$ cat config.mk
export PLATFORM = sky130hd
export DESIGN_NAME = approx_err_accum
export DESIGN_NICKNAME = d
export VERILOG_FILES = /design/src/rtl/approx_err_accum.sv
export SDC_FILE = /design/constraint.sdc
export NUM_CORES = 1
export LEC_CHECK = 0
export ABC_AREA = 1
export BUFFER_PORTS_ARGS = -buffer_cell sky130_fd_sc_hd__buf_2
export CORE_UTILIZATION = 50
export DETAILED_ROUTE_END_ITERATION = 8
export HOLD_SLACK_MARGIN = 0.12
export PLACE_DENSITY = 0.73
export SETUP_SLACK_MARGIN = 0.2
export SYNTH_ARGS = -nofsm -noshare
export SYNTH_HDL_FRONTEND = slang
export SYNTH_SLANG_ARGS = --single-unit
$ cat constraint.sdc
create_clock -name clk -period 13.4 [get_ports clk]
set_input_delay 0.67 -clock clk [delete_from_list [all_inputs] [get_ports clk]]
set_output_delay 0.67 -clock clk [all_outputs]
set_load 0.005 [all_outputs]
$ cat src/rtl/approx_err_accum.sv
// rtl/approx_err_accum.sv - windowed squared/max error accumulator for approximate adders
// Two-stage pipeline (error distance, then accumulate) behind an IDLE/RUN/DRAIN/DONE controller.
module approx_err_accum #(
    parameter int WIDTH       = 16,
    parameter int LOG2_WINDOW = 8,
    localparam int ACC_W      = 2*(WIDTH+1)+LOG2_WINDOW
) (
    input  logic                   clk,
    input  logic                   rst,
    input  logic                   start,
    input  logic                   in_valid,
    output logic                   in_ready,
    input  logic [WIDTH-1:0]       IN1,
    input  logic [WIDTH-1:0]       IN2,
    input  logic [WIDTH:0]         APPROX,
    output logic                   busy,
    output logic                   done,
    output logic [ACC_W-1:0]       sse,
    output logic [WIDTH:0]         max_ed,
    output logic [WIDTH-1:0]       wce_in1,
    output logic [WIDTH-1:0]       wce_in2,
    output logic [LOG2_WINDOW:0]   err_cnt
);

    localparam int CNT_W = LOG2_WINDOW + 1;
    localparam int SQ_W  = 2*(WIDTH+1);
    localparam logic [CNT_W-1:0] LAST_IDX = CNT_W'((1 << LOG2_WINDOW) - 1);

    typedef enum logic [1:0] {
        S_IDLE  = 2'd0,
        S_RUN   = 2'd1,
        S_DRAIN = 2'd2,
        S_DONE  = 2'd3
    } state_t;

    state_t             state_q, state_d;
    logic [CNT_W-1:0]   cnt_q, cnt_d;
    logic               drain_q, drain_d;

    logic               s1_valid_q, s1_valid_d;
    logic [WIDTH:0]     s1_ed_q, s1_ed_d;
    logic [WIDTH-1:0]   s1_in1_q, s1_in1_d;
    logic [WIDTH-1:0]   s1_in2_q, s1_in2_d;

    logic [ACC_W-1:0]   sse_q, sse_d;
    logic [WIDTH:0]     max_ed_q, max_ed_d;
    logic [WIDTH-1:0]   wce_in1_q, wce_in1_d;
    logic [WIDTH-1:0]   wce_in2_q, wce_in2_d;
    logic [CNT_W-1:0]   err_cnt_q, err_cnt_d;

    logic               accept;
    logic               last_accept;
    logic               window_start;
    logic [WIDTH:0]     exact;
    logic [SQ_W-1:0]    ed_sq;

    assign in_ready     = (state_q == S_RUN);
    assign busy         = (state_q == S_RUN) || (state_q == S_DRAIN);
    assign done         = (state_q == S_DONE);
    assign accept       = in_valid && in_ready;
    assign last_accept  = accept && (cnt_q == LAST_IDX);
    assign window_start = (state_q == S_IDLE) && start;

    // Exact sum carries into bit WIDTH, so it never overflows.
    assign exact = {1'b0, IN1} + {1'b0, IN2};
    assign ed_sq = {{(WIDTH+1){1'b0}}, s1_ed_q} * {{(WIDTH+1){1'b0}}, s1_ed_q};

    always_comb begin
        state_d = state_q;
        cnt_d   = cnt_q;
        drain_d = 1'b0;
        case (state_q)
            S_IDLE: begin
                if (start) begin
                    state_d = S_RUN;
                    cnt_d   = '0;
                end
            end
            S_RUN: begin
                if (accept) begin
                    cnt_d = cnt_q + CNT_W'(1);
                end
                if (last_accept) begin
                    state_d = S_DRAIN;
                end
            end
            S_DRAIN: begin
                drain_d = ~drain_q;
                if (drain_q) begin
                    state_d = S_DONE;
                end
            end
            S_DONE: begin
                state_d = S_IDLE;
            end
            default: begin
                state_d = S_IDLE;
            end
        endcase
    end

    always_comb begin
        s1_valid_d = accept;
        s1_ed_d    = s1_ed_q;
        s1_in1_d   = s1_in1_q;
        s1_in2_d   = s1_in2_q;
        if (accept) begin
            s1_ed_d  = (exact >= APPROX) ? (exact - APPROX) : (APPROX - exact);
            s1_in1_d = IN1;
            s1_in2_d = IN2;
        end
    end

    // Strict '>' keeps the earliest worst-case sample on ties.
    always_comb begin
        sse_d     = sse_q;
        max_ed_d  = max_ed_q;
        wce_in1_d = wce_in1_q;
        wce_in2_d = wce_in2_q;
        err_cnt_d = err_cnt_q;
        if (window_start) begin
            sse_d     = '0;
            max_ed_d  = '0;
            wce_in1_d = '0;
            wce_in2_d = '0;
            err_cnt_d = '0;
        end else if (s1_valid_q) begin
            sse_d = sse_q + {{LOG2_WINDOW{1'b0}}, ed_sq};
            if (s1_ed_q != '0) begin
                err_cnt_d = err_cnt_q + CNT_W'(1);
            end
            if (s1_ed_q > max_ed_q) begin
                max_ed_d  = s1_ed_q;
                wce_in1_d = s1_in1_q;
                wce_in2_d = s1_in2_q;
            end
        end
    end

    always_ff @(posedge clk) begin
        if (rst) begin
            state_q    <= S_IDLE;
            cnt_q      <= '0;
            drain_q    <= 1'b0;
            s1_valid_q <= 1'b0;
            s1_ed_q    <= '0;
            s1_in1_q   <= '0;
            s1_in2_q   <= '0;
            sse_q      <= '0;
            max_ed_q   <= '0;
            wce_in1_q  <= '0;
            wce_in2_q  <= '0;
            err_cnt_q  <= '0;
        end else begin
            state_q    <= state_d;
            cnt_q      <= cnt_d;
            drain_q    <= drain_d;
            s1_valid_q <= s1_valid_d;
            s1_ed_q    <= s1_ed_d;
            s1_in1_q   <= s1_in1_d;
            s1_in2_q   <= s1_in2_d;
            sse_q      <= sse_d;
            max_ed_q   <= max_ed_d;
            wce_in1_q  <= wce_in1_d;
            wce_in2_q  <= wce_in2_d;
            err_cnt_q  <= err_cnt_d;
        end
    end

    assign sse     = sse_q;
    assign max_ed  = max_ed_q;
    assign wce_in1 = wce_in1_q;
    assign wce_in2 = wce_in2_q;
    assign err_cnt = err_cnt_q;

endmodule

[Word level (Yosys, flattened, before mapping)]
Index checks and enable logic that the tools add are counted.
Storage, ports and cells
  output and inout bits: 103
  input bits: 53
  logic and storage cells: 52
  flip-flop bits (word level): 162
Operators by class
  $mul: 1
  magnitude comparators: 2
  equality and inequality tests: 8
  mux-type cells: 8
  reductions and logical operators: 13
  bitwise logic cells: 2
  $add $sub $neg: 6
Operators by type and width (count)
  42-bit by 34-bit adder with 42-bit output: 1
  17-bit by 17-bit multiplier with 34-bit output: 1
  17-bit subtractor: 2
  9-bit by 1-bit adder with 9-bit output (second input constant): 2
  9-bit 2-to-1 mux: 2
  9-bit one-hot mux with 2 select lines: 1
  16-bit by 16-bit adder with 17-bit output: 1
  17-bit greater-or-equal comparator: 1
  17-bit > comparator: 1
  17-bit 2-to-1 mux: 1
  17-bit nonzero test: 1
  9-bit by 8-bit == test with 1-bit output (second input constant): 1
  2-bit one-hot mux with 4 select lines: 1
  2-bit 2-to-1 mux: 3
  3-bit AND reduction: 2
  2-bit == test (second input constant): 2
  2-bit by 1-bit != test with 1-bit output (second input constant): 2
  2-bit != test (second input constant): 2
  2-bit AND reduction: 2
  2-bit OR reduction: 2
  1-bit logical AND: 3
  2-bit by 1-bit == test with 1-bit output (second input constant): 1
  2-bit zero test: 1
  1-bit inverter: 2
  2 further kinds: 2

[Logic depth before layout (Yosys ltp)]
Gate-level depths: netlist of run 1.
  depth in word-level cells: 5
  gate-level depth with buffers: 30
  gate-level depth less buffers: 28

[Worst setup path before layout of run 1]
Ideal clock, no wire load.
  path type: reg-to-reg
  start point: register s1_ed_q[7]
  end point: register sse_q[40], in the netlist sse[40]
  arrival: 5.441 ns
  buffers on the path: 2
  required time: 13.285 ns
  path slack: 7.844 ns
  stages on the path, launching flop included: 27
  period minus slack after synthesis: 5.556 ns
  setup time: 0.115 ns
  path through: dfxtp_1 > clkbuf_1 > clkbuf_1 > nand2_1 > fa_1 > inv_1 > fa_1 > inv_1 > fa_1 > inv_1 > fa_1 > fa_1 > inv_1 > fa_1 > inv_1 > ha_1 > nand2_1 > nor2_1 > inv_1 > nor2_1 > nand3b_1 > nand3_1 > nand2_1 > nand2_1 > nand3_1 > nand2_1 > nor2_1
On the way
  word-level cells in the longest chain between the ends: 2
Ends and longest elaborated chain
  start, declared: line 41  | logic [WIDTH:0] s1_ed_q, s1_ed_d;
  start signal, assigned: line 146  | s1_ed_q <= '0;
  start signal, assigned: line 159  | s1_ed_q <= s1_ed_d;
  17-bit by 17-bit multiplier with 34-bit output: line 66  | assign ed_sq = {{(WIDTH+1){1'b0}}, s1_ed_q} * {{(WIDTH+1){1'b0}}, s1_ed_q};
  42-bit by 34-bit adder with 42-bit output: line 128  | sse_d = sse_q + {{LOG2_WINDOW{1'b0}}, ed_sq};
  end signal, assigned: line 162  | sse_q <= sse_d;
  end, declared: line 45  | logic [ACC_W-1:0] sse_q, sse_d;
Every way passes these cells.
A chain may end at the register's enable or synchronous reset.

[Final worst setup path of run 1]
  start point: register s1_ed_q[12]
  end point: register sse_q[39], in the netlist sse[39]
Same word-level chain as after synthesis.

==> results of run 1 <==
[cell type report]
cell class / instances / area [um2]
Inverter: 750 / 2820
Fill cell: 3921 / 17800
Tap cell: 525 / 657
Timing Repair Buffer: 163 / 836
Clock buffer: 17 / 425
Antenna cell: 1 / 2.50
Multi-Input combinational cell: 1942 / 13800
Clock inverter: 15 / 209
Sequential cell: 162 / 3240
[worst max-delay path by stage]
| stage | cells past startpoint | endpoint | start |
|---|---|---|---|
| floorplan | 26 | sse[40] | s1_ed_q[7] |
| global placement | 24 | sse[39] | s1_ed_q[12] |
| detailed placement | 24 | sse[39] | s1_ed_q[9] |
| CTS | 24 | sse[39] | s1_ed_q[12] |
| global route | 24 | sse[39] | s1_ed_q[4] |
| finish | 24 | sse[39] | s1_ed_q[12] |
[metrics by stage]
stage / hold slack, ns / util, % / std cells / cell area, um2 / power, mW
finish: 0.457 / 55.2 / 3575 / 22000 / 2.40
global route: 0.472 / 55.2 / 3574 / 22000 / 2.59
CTS: 0.458 / 55.2 / 3574 / 22000 / 2.40
detailed placement: 0.446 / 53.6 / 3542 / 21300 / 1.86
global placement: 0.443 / 53.6 / 3542 / 21300 / 1.83
floorplan: 0.430 / - / 2952 / 20200 / 1.55
[Yosys cell counts (all sizes together)]
cell	count
fa	224
a41oi	1
o211ai	2
xor2	37
or2	5
a221oi	1
dfxtp	162
inv	749
nand2	716
nand3	185
a21oi	202
xnor2	15
ha	189
clkbuf	57
nor2	203
o21bai	10
nand3b	10
nor4	5
o21ai	86
buf	41
a211oi	3
a31oi	1
a31o	1
a21o	5
nand4	18
nand2b	1
and3	1
clkinv	1
nor3	21
[where the power goes]
group / total [mW] / leakage (nW) / switching (mW) / internal, mW
sequential: 0.640 / 1.31 / 0.0970 / 0.543
clock: 0.527 / 0.302 / 0.257 / 0.271
combinational: 1.23 / 11.1 / 0.846 / 0.384
[critical path: stages, from the launching register on]
cell and delay [ns]:
dfxtp_1 0.96, nand2_1 0.27, fa_1 0.59, inv_1 0.06, fa_1 0.54, inv_1 0.06, fa_1 0.50, inv_1 0.06
fa_1 0.46, fa_1 0.51, inv_1 0.05, fa_1 0.47, inv_1 0.04, ha_1 0.36, nand2_1 0.10, inv_1 0.08
nand2_1 0.08, nor2_1 0.22, nand4_1 0.17, nand3_1 0.23, nand2_1 0.09, nand2_1 0.09, nand3_1 0.07, nand2_1 0.09
nor2_1 0.04
[cells by family after synthesis]
| logic type | synth area share (%) |
|---|---|
| buffers and inverters | 16.0 |
| AOI/OAI and AO/OA | 8.06 |
| xor gates and xnor gates | 2.25 |
| adders and majority gates | 33.8 |
| DFF | 16.0 |
| and+or+nand+nor | 23.9 |
[registers in the layout (all words and copies together), names as in the netlist]
| signal | flops |
|---|---|
| state_q | 2 |
| s1_ed_q | 17 |
| sse | 42 |
| err_cnt | 9 |
| drain_q | 1 |
| wce_in2 | 16 |
| s1_valid_q | 1 |
| max_ed | 17 |
| wce_in1 | 16 |
| cnt_q | 9 |
| s1_in2_q | 16 |
| s1_in1_q | 16 |
[routing by layer]
| layer | up-vias | part of all wire (%) |
|---|---|---|
| met2 | 536 | 47 |
| li1 | 9018 | - |
| met4 | 2 | 2.9 |
| met1 | 8544 | 42 |
| met5 | - | 0.024 |
| met3 | 84 | 7.8 |
==> results.json, run 1 <==
{
  "crit_arrival_ns": 6.65,
  "syn_nets": 3418,
  "grt_pass1_wl_mm": 91.6,
  "viasPerCell": 5.09,
  "p_leak_nw": 12.7,
  "end_kind": "flip-flop",
  "dr_total_vias": 18200,
  "worstPathMaxFanout": 21,
  "fin_nets": 3502,
  "wl_mm": 55.2,
  "root_buffer": "clkbuf_16",
  "cts_buffers": 17,
  "row_count": 73,
  "num_io_pins": 156,
  "ctsResizeCount": 0,
  "initial_core_util_pct": 50.8,
  "dp_hpwl_mm": 44.9,
  "synth_cells": 2952,
  "h-tree-depth": 4,
  "outcome": "completed",
  "synth.largest_area_cell": "fa_1",
  "die_y_um": 203,
  "drc": 0,
  "clk_latency_ns": 0.47,
  "max_cap_viol_count": 0,
  "syn_avg_cell_area_um2": 6.86,
  "grtUsageMet1_pct": 33.8,
  "post-route-period-util_pct": 46.9,
  "clk_path_buf_depth": 2,
  "min_path_type": "reg2reg",
  "fin_ws_ns": 7.11,
  "holdPathEnd": "s1_in1_q[5]",
  "io_buffers": 155,
  "coreArea_mm2": 0.0398,
  "grt_max_degree": 99,
  "drv_slew": 0,
  "finalSetupTns_ns": 0,
  "grt_pass1_vias": 18700,
  "ir_drop_uv": 275,
  "drive_gt1_share_pct": 7.45,
  "fin_crit_ns": 6.29,
  "synth-seq-cells": 162,
  "first_pass_iters": 6,
  "synthTopCellsByArea": "fa_1 (22%), dfxtp_1 (16%), inv_1 (14%), nand2_1 (13%), ha_1 (12%)",
  "tritoncts": "yes",
  "postCtsHoldBufs": 0,
  "cts_sinks": 162,
  "min_from": "s1_in1_q[5]",
  "regToRegEndpoint": "sse[39]",
  "fin_skew_ns": 0.0170,
  "antenna_found_initial": 2,
  "ys_seq_area_share_pct": 16.0,
  "cts_setup_buffers": 0,
  "dieWidth_um": 203,
  "ant_nets": 0,
  "path_clk_slew_ns": 0.08,
  "start_kind": "flip-flop",
  "required_ns": 13.76,
  "r2r_slack_ns": 7.11,
  "rr_worst_depth": 24,
  "reg2reg_from": "s1_ed_q[12]",
  "grt.total_usage_pct": 27.8,
  "globalplace.congestion": 0.961,
  "grt_setup_unrepaired": "no",
  "final_cell_mix": "inv_1 (744), nand2_1 (708), fa_1 (224)",
  "top_usage_layer": "met2",
  "use_met3_pct": 6.92,
  "tightest_slew_ns": 1.10,
  "slew_headroom_pct": 27.0,
  "grtUsageMet2_pct": 47.8,
  "setup_viol_count_final": 0,
  "place_ws_ns": 7.21,
  "ys_warn_count": 0,
  "critPathKind": "reg2reg",
  "wire_per_inst_um": 15.5,
  "hold_path_depth": 2,
  "p_per_area_mw_per_mm2": 109,
  "post_synth_instance_area_mm2": 0.0202,
  "final_hold_viol_count": 0,
  "dieArea_mm2": 0.0413,
  "overflow": 0,
  "ys_types": 42,
  "layout_commonest_cell": "inv_1",
  "area_growth_pct": 8.58,
  "synth_top_area_share_pct": 22.1,
  "fmax_mhz": 159,
  "first_iter_violations": 1115
}
No activity file was read; power rests on OpenSTA's default activity.
==> inputs of run 2 (changes only) <==
--- a/config.mk
+++ b/config.mk
@@ -5,12 +5,12 @@
 export SDC_FILE = /design/constraint.sdc
 export NUM_CORES = 1
 export LEC_CHECK = 0
-export ABC_AREA = 1
+export ABC_AREA = 0
 export BUFFER_PORTS_ARGS = -buffer_cell sky130_fd_sc_hd__buf_2
 export CORE_UTILIZATION = 50
 export DETAILED_ROUTE_END_ITERATION = 8
 export HOLD_SLACK_MARGIN = 0.12
-export PLACE_DENSITY = 0.73
+export PLACE_DENSITY = 0.76
 export SETUP_SLACK_MARGIN = 0.2
 export SYNTH_ARGS = -nofsm -noshare
 export SYNTH_HDL_FRONTEND = slang
==> constraint.sdc (replaced) <==
create_clock -name clk -period 5.52 [get_ports clk]
set_input_delay 0.276 -clock clk [delete_from_list [all_inputs] [get_ports clk]]
set_output_delay 0.276 -clock clk [all_outputs]
set_load 0.005 [all_outputs]
==> results.json, run 2 <==
{
  "cts_sinks": 162,
  "syn_nets": 2650,
  "ir_drop_uv": 260,
  "final_cell_mix": "inv_1 (406), buf_4 (249), nand2_1 (212)",
  "synth_xor_area_share_pct": 3.83,
  "grt_pass1_vias": 17400,
  "dieArea_mm2": 0.0373,
  "max_cap_viol_count": 0,
  "tightest_slew_ns": 1.08,
  "final_hold_viol_count": 0,
  "fmax_mhz": 170,
  "row_count": 69,
  "drc": 6,
  "synth_cells": 2184,
  "grt_max_degree": 65,
  "setup_viol_count_final": 25,
  "dr_total_vias": 16600,
  "viasPerCell": 5.42,
  "yosysMostFrequentCell": "inv_1",
  "h-tree-depth": 4,
  "synthAdderAreaFrac_pct": 37.5,
  "synth_flop_cell": "dfxtp_1",
  "critPathKind": "reg2reg",
  "post_synth_instance_area_mm2": 0.0183,
  "first_pass_iters": 7,
  "p_leak_nw": 12.2,
  "cts_buffers": 17,
  "hold_path_depth": 3,
  "grt.total_usage_pct": 29.8,
  "cp_slowest_cell": "fa_1",
  "clk_latency_ns": 0.46,
  "grt_setup_unrepaired": "yes",
  "synth.mux.area_fraction_pct": 2.05,
  "wire_per_inst_um": 17.8,
  "slew_headroom_pct": 28.0,
  "antenna_found_initial": 1,
  "num_io_pins": 156,
  "critPathTopFamily": "adder cells",
  "slowest_delay_ns": 0.62,
  "fin_crit_ns": 5.89,
  "initial_core_util_pct": 51.1,
  "dieWidth_um": 193,
  "final_cells": 3053,
  "root_buffer": "clkbuf_16",
  "outcome": "complete, but fails checks",
  "ant_nets": 0,
  "dp.cells": 2936,
  "wl_met3_mm": 3.08,
  "grt_pass1_wl_mm": 86.6,
  "area_growth_pct": 29.0,
  "min_from": "IN2[1]",
  "holdPathEnd": "s1_in2_q[1]",
  "drive_gt1_share_pct": 26.9,
  "reg2reg_from": "s1_ed_q[4]",
  "first_iter_violations": 926,
  "tritoncts": "yes",
  "min_path_type": "in2reg",
  "globalplace.congestion": 0.905,
  "crit_top_cell": "fa_1",
  "highest_layer": "met5",
  "clk_path_buf_depth": 2,
  "crit_arrival_ns": 6.20,
  "io_buffers": 155,
  "wl_met1_mm": 21.9,
  "end_kind": "flip-flop",
  "synthTopCellsByArea": "fa_1 (25%), dfxtp_1 (18%), ha_1 (13%), inv_1 (8.9%), nand2_1 (5.0%)",
  "fin_ws_ns": -0.372,
  "start_kind": "flip-flop",
  "largest_reg_flops": 42,
  "synth_edf_count": 0,
  "fin_skew_ns": 0.0166,
  "ys_warn_count": 0,
  "dp_hpwl_mm": 41.0,
  "cp_num_buf_inv": 8,
  "ys_seq_area_share_pct": 17.7,
  "path_clk_slew_ns": 0.07,
  "post-route-period-util_pct": 107,
  "wl_mm": 54.5,
  "rr_worst_depth": 24,
  "wl_met2_mm": 27.4,
  "synth-async-reset-ratio_pct": 0,
  "synth-seq-cells": 162,
  "required_ns": 5.82,
  "synth_simple_gate_area_share_pct": 14.0,
  "synth_commonest_cells": "inv_1 (435), nand2_1 (244), fa_1 (224)",
  "worstPathMaxFanout": 6,
  "regToRegEndpoint": "sse[25]",
  "drv_slew": 0,
  "synth.largest_area_cell": "fa_1",
  "path_cells": "buf_6 -> buf_6 -> nand2_1 -> fa_1 -> inv_1 -> fa_1 -> fa_1 -> fa_2 -> fa_1 -> inv_1 -> fa_1 -> inv_2 -> ha_4 -> buf_8 -> a21oi_4 -> o21bai_1 -> a221o_1 -> a31oi_4 -> buf_6 -> buf_6 -> o21ai_1 -> xor2_1 -> mux2i_1 -> nor2_1",
  "ys_types": 68,
  "die_y_um": 193,
  "syn_avg_cell_area_um2": 8.37,
  "p_per_area_mw_per_mm2": 261,
  "coreArea_mm2": 0.0357,
  "fin_nets": 3044,
  "layout_commonest_cell": "inv_1",
  "failed_checks": "design-rule violations, negative setup slack",
  "synth_compound_area_share_pct": 13.6,
  "r2r_slack_ns": -0.37,
  "synth_top_family_by_area": "adder cells",
  "synth_top_area_share_pct": 24.5,
  "power_mw": 6.15,
  "overflow": 0
}
[run 2: cell count changes after synthesis, sizes merged, moves of 34 or more]
cell	before	now
a21o	5	41
a21oi	202	127
and2	0	45
inv	749	435
mux2i	0	34
nand2	716	244
nand3	185	76
nor2	203	103
[run 2: final cells by class]
type / instances / area [um2]
clock buffers: 17 / 425
repair buffers: 480 / 3590
clock inverters: 15 / 158
multi-input cells: 1482 / 13900
diodes: 1 / 2.50
flip-flops and latches: 162 / 3290
well taps: 461 / 577
inverters: 435 / 1640
fillers: 2835 / 12200
[run 2: layer usage]
metal	track usage [%]	up-vias
li1	-	7762
met5	0	-
met2	52.9	528
met3	4.80	120
met4	13.3	2
met1	35.4	8140
[run 2: cells by family (layout without fill, tap and decap cells)]
logic type                 Yosys count  in the layout
AOI/OAI and AO/OA                  389            390
other                                0              1
muxes                               37             37
buffers and inverters              541            947
adders and majority gates          413            413
and+or+nand+nor                    562            562
DFF                                162            162
xor gates and xnor gates            80             80
[run 2: timing repair]
action / CTS / global route
hold buffers: 30 / 0
gates cloned: 1 / 1
setup buffers: 34 / 18
pin swaps: 69 / 55
gates resized for setup: 111 / 91
setup endpoints to repair: 29 / 43
hold endpoints to repair: 30 / 0
[run 2: worst min-delay path, delay by kind of cell]
family                 cells  cell delay, ns
AO/OA/AOI/OAI              1            0.08
buffers and inverters      1            0.13
AND/OR/NAND/NOR            1            0.08
[run 2: worst max path at each step]
| stage | from | endpoint | cells after the start |
|---|---|---|---|
| global placement | s1_ed_q[3] | sse[41] | 23 |
| detailed placement | s1_ed_q[3] | sse[36] | 23 |
| CTS | s1_ed_q[4] | sse[36] | 23 |
| finish | s1_ed_q[4] | sse[25] | 24 |
| floorplan | s1_ed_q[10] | sse[33] | 23 |
| global route | s1_ed_q[7] | sse[41] | 25 |
[run 2: through the flow]
stage                     area [um2]  setup TNS, ns  utilization (%)  hold slack (ns)  setup WS, ns
after floorplan                19000         -0.305                -            0.412        -0.107
after global placement         21500          -6.06             60.1            0.442        -0.433
final                          23600          -5.92             66.0            0.170        -0.372
after detailed placement       21500          -7.61             60.1            0.447        -0.489
after CTS                      23100          -4.47             64.5            0.144        -0.306
after global routing           23600         -11.34             66.0            0.169        -0.592
[run 2: where the power goes]
part | switching [mW] | internal [mW]
sequential | 0.0966 | 1.26
combinational | 1.98 | 1.59
clock | 0.617 | 0.606
